**src/rtl/imem_refill.sv**
```systemverilog
// imem_refill: line-refill responder for the L1 instruction cache.
// On a cache miss (c_rd_i) it fetches the enclosing line from memory as BEATS
// beats of BUS_W bits, assembles them into c_data_o and pulses c_dv_o for one
// cycle. A miss that is withdrawn or redirected mid-refill finishes its
// in-flight beat and is dropped without c_dv_o.
//
// Ports:
//   clk, rst_n  clock, asynchronous active-low reset
//   c_addr_i    fetch PC; only bits [63:OFFS] select the line
//   c_rd_i      miss request (level)
//   c_data_o    assembled line, beat k in bits [k*BUS_W +: BUS_W]
//   c_dv_o      one-cycle line-valid strobe
//   m_addr_o    beat byte address (BUS_W/8 aligned)
//   m_rd_o      beat read request, held until m_ack_i
//   m_data_i    beat data, valid with m_ack_i
//   m_ack_i     beat complete
//
// Build option: define IMEM_REFILL_CWF_EN for critical-word-first ordering
// (start at the beat holding c_addr_i, wrap around the line).
module imem_refill #(
  parameter int unsigned LINE  = 256,
  parameter int unsigned BUS_W = 64
) (
  input  logic             clk,
  input  logic             rst_n,
  input  logic [63:0]      c_addr_i,
  input  logic             c_rd_i,
  output logic [LINE-1:0]  c_data_o,
  output logic             c_dv_o,
  output logic [63:0]      m_addr_o,
  output logic             m_rd_o,
  input  logic [BUS_W-1:0] m_data_i,
  input  logic             m_ack_i
);

  localparam int unsigned BEATS  = LINE / BUS_W;
  localparam int unsigned OFFS   = $clog2(LINE / 8);
  localparam int unsigned BOFFS  = $clog2(BUS_W / 8);
  localparam int unsigned BEAT_W = (BEATS > 1) ? $clog2(BEATS) : 1;
  localparam int unsigned TAG_W  = 64 - OFFS;

  typedef enum logic [1:0] {
    IDLE  = 2'd0,
    FETCH = 2'd1,
    DONE  = 2'd2
  } state_e;

  state_e            state_q,  state_d;
  logic [TAG_W-1:0]  base_q,   base_d;
  logic [BEAT_W-1:0] beat_q,   beat_d;
  logic [BEAT_W-1:0] cnt_q,    cnt_d;
  logic              stale_q,  stale_d;
  logic              m_rd_q,   m_rd_d;
  logic [63:0]       m_addr_q, m_addr_d;
  logic              c_dv_q,   c_dv_d;
  logic [LINE-1:0]   c_data_q, c_data_d;

  logic [BEAT_W-1:0] start_c;
  logic              abort_c;
  logic              unused_c;

  // Byte address of one beat of the line selected by base.
  function automatic logic [63:0] beat_addr(input logic [TAG_W-1:0]  base,
                                            input logic [BEAT_W-1:0] beat);
    beat_addr = {base, OFFS'(0)} | (64'(beat) << BOFFS);
  endfunction

  // First beat of a refill.
`ifdef IMEM_REFILL_CWF_EN
  assign start_c = c_addr_i[OFFS-1:BOFFS];
`else
  assign start_c = '0;
`endif

  // Offset bits below the line never steer the line choice.
  assign unused_c = ^c_addr_i[OFFS-1:0];

  // Miss withdrawn or moved to another line, now or earlier in this refill.
  assign abort_c = stale_q | ~c_rd_i | (c_addr_i[63:OFFS] != base_q);

  // Next-state and registered-output logic.
  always_comb begin
    state_d  = state_q;
    base_d   = base_q;
    beat_d   = beat_q;
    cnt_d    = cnt_q;
    stale_d  = stale_q;
    m_rd_d   = m_rd_q;
    m_addr_d = m_addr_q;
    c_dv_d   = 1'b0;
    c_data_d = c_data_q;

    case (state_q)
      IDLE: begin
        if (c_rd_i) begin
          base_d   = c_addr_i[63:OFFS];
          beat_d   = start_c;
          cnt_d    = '0;
          stale_d  = 1'b0;
          m_rd_d   = 1'b1;
          m_addr_d = beat_addr(c_addr_i[63:OFFS], start_c);
          state_d  = FETCH;
        end
      end
      FETCH: begin
        stale_d = abort_c;
        if (m_ack_i) begin
          for (int unsigned k = 0; k < BEATS; k++) begin
            if (beat_q == BEAT_W'(k)) c_data_d[k*BUS_W +: BUS_W] = m_data_i;
          end
          if (abort_c) begin
            m_rd_d  = 1'b0;
            state_d = IDLE;
          end else if (cnt_q == BEAT_W'(BEATS - 1)) begin
            m_rd_d  = 1'b0;
            c_dv_d  = 1'b1;
            state_d = DONE;
          end else begin
            beat_d   = beat_q + BEAT_W'(1);
            cnt_d    = cnt_q + BEAT_W'(1);
            m_addr_d = beat_addr(base_q, beat_q + BEAT_W'(1));
          end
        end
      end
      DONE: begin
        // c_rd_i is still high here for the line just delivered; ignore it.
        state_d = IDLE;
      end
      default: state_d = IDLE;
    endcase
  end

  // State register.
  always_ff @(posedge clk or negedge rst_n) begin
    if (!rst_n) begin
      state_q  <= IDLE;
      base_q   <= '0;
      beat_q   <= '0;
      cnt_q    <= '0;
      stale_q  <= 1'b0;
      m_rd_q   <= 1'b0;
      m_addr_q <= '0;
      c_dv_q   <= 1'b0;
      c_data_q <= '0;
    end else begin
      state_q  <= state_d;
      base_q   <= base_d;
      beat_q   <= beat_d;
      cnt_q    <= cnt_d;
      stale_q  <= stale_d;
      m_rd_q   <= m_rd_d;
      m_addr_q <= m_addr_d;
      c_dv_q   <= c_dv_d;
      c_data_q <= c_data_d;
    end
  end

  assign c_data_o = c_data_q;
  assign c_dv_o   = c_dv_q;
  assign m_addr_o = m_addr_q;
  assign m_rd_o   = m_rd_q;

endmodule

```
**config.mk**
```make
export PLATFORM = sky130hd
export DESIGN_NAME = imem_refill
export DESIGN_NICKNAME = d
export VERILOG_FILES = /design/src/rtl/imem_refill.sv
export SDC_FILE = /design/constraint.sdc
export NUM_CORES = 1
export LEC_CHECK = 0
export ABC_AREA = 0
export BUFFER_PORTS_ARGS = -buffer_cell sky130_fd_sc_hd__buf_4
export CAP_MARGIN = 10
export CORE_AREA = 4 4 186 188
export CTS_CLUSTER_SIZE = 20
export DETAILED_ROUTE_END_ITERATION = 8
export DIE_AREA = 0 0 190 192
export PLACE_DENSITY_LB_ADDON = 0.12
export SYNTH_ARGS = -nofsm -noshare
export SYNTH_HDL_FRONTEND = slang
export SYNTH_SLANG_ARGS = --single-unit
export TNS_END_PERCENT = 1
```
**constraint.sdc**
```tcl
create_clock -name clk -period 2.6 [get_ports clk]
set_input_delay 0.39 -clock clk [delete_from_list [all_inputs] [get_ports clk]]
set_output_delay 0.39 -clock clk [all_outputs]
set_load 0.02 [all_outputs]
```
==> run_results.csv <==
group,metric,value,unit
yosys,synth_cells,1215,
yosys,synth_edf_count,0,
finish,final_common_cell,"buf_4",
placement,dp_cells,2091,
worst_setup_path,worst_ep_arrival_time,2890,ps
yosys,synth_ff_type,"dfrtp_1",
yosys,ys_ff_latch,383,
finish,final_cell_area,21200,um2
global_route,grtUsageTotal,23.5,%
sta,clock.fmax,0.406,GHz
clock_network,htreeDepth,2,
global_route,grt_max_degree,65,
routing,drc,0,
worst_setup_path,crit_required,3030,ps
worst_setup_path,crit_type,"flop to flop",
routing,wl,44.0,mm
clock_network,cts_max_path_buffers,3,
sta,fin_skew,14.3,ps
clock_network,post_cts_buffers,0,
run_status,outcome,"finished, final reports clean",
placement,gp_congestion,0.895,
clock_network,tritoncts,"yes",
worst_setup_path,crit_family,"simple AND/OR/NAND/NOR gates",
sta,hold_ws,85.8,ps
yosys,ys_types,37,
routing,via_per_inst,5.09,
floorplan,core.rowCount,67,
floorplan,die_h,192,um
routing,drtIter0Drc,465,
yosys,synth_seq_area_share,61.3,%
worst_hold_path,min_path_type,"input pin to flop",
routing,vias,11000,
sta,setup_viol,0,
finish,fin_cells,2164,
clock_network,cts_made_buffers,42,
yosys,async_flop_share,100,%
global_route,grt_pass1_vias,11500,
clock_network,cts_root_buf,"clkbuf_16",
floorplan,start_util,47.2,%
power,power.density,965,nW/um2
worst_setup_path,slowest_delay,580,ps
worst_setup_path,slowest_stage,"or4_4",
sta,drv_slew,0,
yosys,syn_avg_cell_area,12.9,um2
placement,io_buffer_count,445,
flow_run,cap_violations,0,
sta,hold_viol,0,
finish,drive_above_1_share,50.8,%
floorplan,die_x,190,um
finish,nets,1825,
global_route,grt_pass1_wl,66.9,mm
routing,first_pass_iters,5,
finish,final_cell_mix,"buf_4, dfrtp_1, mux2_2, nand2_1, clkbuf_16",
global_route,gr-total-overflow,0,
sta,slew_headroom,59.1,%
routing,wire_per_inst,20.3,um
placement,postPlaceCellArea,19800,um2
sta,fin_tns_setup,0,ps
floorplan,die_area,36500,um2
power,vdd_drop_max,0.591,mV
clock_network,cts_num_sinks,383,
sta,min_period,2470,ps
worst_setup_path,path_buf_inv,0,
worst_setup_path,path_cells,"xor2_1, nor4_1, nand4_1, or4_4, or3_4, a311oi_2",
global_route,antenna_found_initial,4,
power,p_leak,11.0,nW
clock_network,clk_pin_slew,60,ps
worst_setup_path,cp_max_fo,7,
yosys,yosys_warnings,0,
worst_setup_path,cp-start-kind,"flop",
yosys,synth_area,15600,um2
sta,rsz0062_at_grt,"false",
finish,finalCoreUtilization,63.9,%
clock_network,worstSkewPairLatency,530,ps
placement,hpwl,32.1,mm
finish,area_growth,35.4,%
routing,ant_nets,0,
floorplan,coreArea,33100,um2
floorplan,boundaryPins,454,
worst_setup_path,crit_path_end_kind,"flop",
sta,tightest_slew,613,ps
sta,fin_crit_sh,94.8,%
[synthesized netlist by cell type, types with 2 or more instances]
library cell  instances  area (um2)
nor2_1                9        33.8
o211ai_1              2        15.0
nor3_1                5        25.0
xor2_1               26         228
mux2_2              313        3520
o21ai_0               4        20.0
nand2_1             297        1110
o311ai_0              2        17.5
nand4_1              10        62.6
mux2i_1               2        20.0
nor2b_1              33         206
inv_1                10        37.5
nand3_1               2        10.0
buf_4                 3        22.5
buf_1                 2        7.51
and2_1                2        12.5
nor4_1               20         125
ha_1                  5        62.6
a2111oi_0             4        35.0
xnor2_1              16         140
a22oi_1               2        15.0
clkbuf_1             43         161
dfrtp_1             383        9580
buf_2                 6        30.0
a21boi_0              2        15.0
[report_power, final]
part | switching (W) | internal (W) | leakage, nW
combinational | 0.00346 | 0.00296 | 5.47
sequential | 0.000842 | 0.00737 | 4.88
clock | 0.00234 | 0.00346 | 0.663
[routing by layer]
| metal | up-vias | part of all wire [%] | track usage, % |
|---|---|---|---|
| met5 | - | 0.077 | 0 |
| met4 | 4 | 2.9 | 7.21 |
| met3 | 71 | 8.4 | 7.02 |
| met2 | 408 | 48 | 38.5 |
| met1 | 5463 | 41 | 30.5 |
| li1 | 5070 | - | - |
[cell families (layout without fill, tap and decap cells)]
logic type	Yosys count	after routing	synth area share, %
other	1	5	0.0240
AO/OA/AOI/OAI	20	20	0.984
XOR/XNOR	42	42	2.35
adder cells (fa/ha/maj)	5	5	0.400
buffers and inverters	65	562	1.73
multiplexers	315	315	22.7
AND/OR/NAND/NOR	384	384	10.6
flip-flops	383	383	61.3
[through the flow]
stage	power (W)	setup WS, ps
after floorplan	0.0116	342
after global placement	0.0146	69.9
after detailed placement	0.0148	30.9
after CTS	0.0207	104
after global routing	0.0215	32.0
final	0.0204	134
[what timing repair did]
item | 4_1_cts | 5_1_grt
endpoints found under the setup margin | 0 | 58
hold endpoints to repair | 50 | 0
resized for setup | 0 | 5
hold buffers | 1 | 0
[registers in the layout (all words and copies together), names as in the netlist]
| name | cells |
|---|---|
| base_q | 59 |
| beat_q | 1 |
| c_data_o | 256 |
| c_dv_o | 1 |
| cnt_q | 2 |
| m_addr_o | 60 |
| m_rd_o | 1 |
| stale_q | 1 |
| state_q | 2 |
[worst paths after layout]
path / depth (start not counted) / slack [ps] / end / start
worst min register to register: 1 / 460 / state_q[0]$_DFFE_PN0P_ / state_q[1]$_DFFE_PN0P_
worst max-delay path: 6 / 130 / state_q[0]$_DFFE_PN0P_ / base_q[29]$_DFFE_PN0P_
worst min-delay path: 2 / 90 / state_q[0]$_DFFE_PN0P_ / m_ack_i
max in group asynchronous: 3 / 1420 / m_addr_o[61]$_DFFE_PN0P_ / rst_n
worst max register to register: 6 / 130 / state_q[0]$_DFFE_PN0P_ / base_q[29]$_DFFE_PN0P_
min in group asynchronous: 2 / 410 / m_addr_o[53]$_DFFE_PN0P_ / rst_n
[cell type report]
cell class	instances	area [um2]
clock inverters	11	111
diodes	2	5.00
clock buffers	59	1230
well taps	448	561
inverters	10	37.5
flip-flops and latches	383	9580
fillers	2642	11900
repair buffers	482	3800
multi-input cells	769	5850
Power figures use the tool's default switching activity.
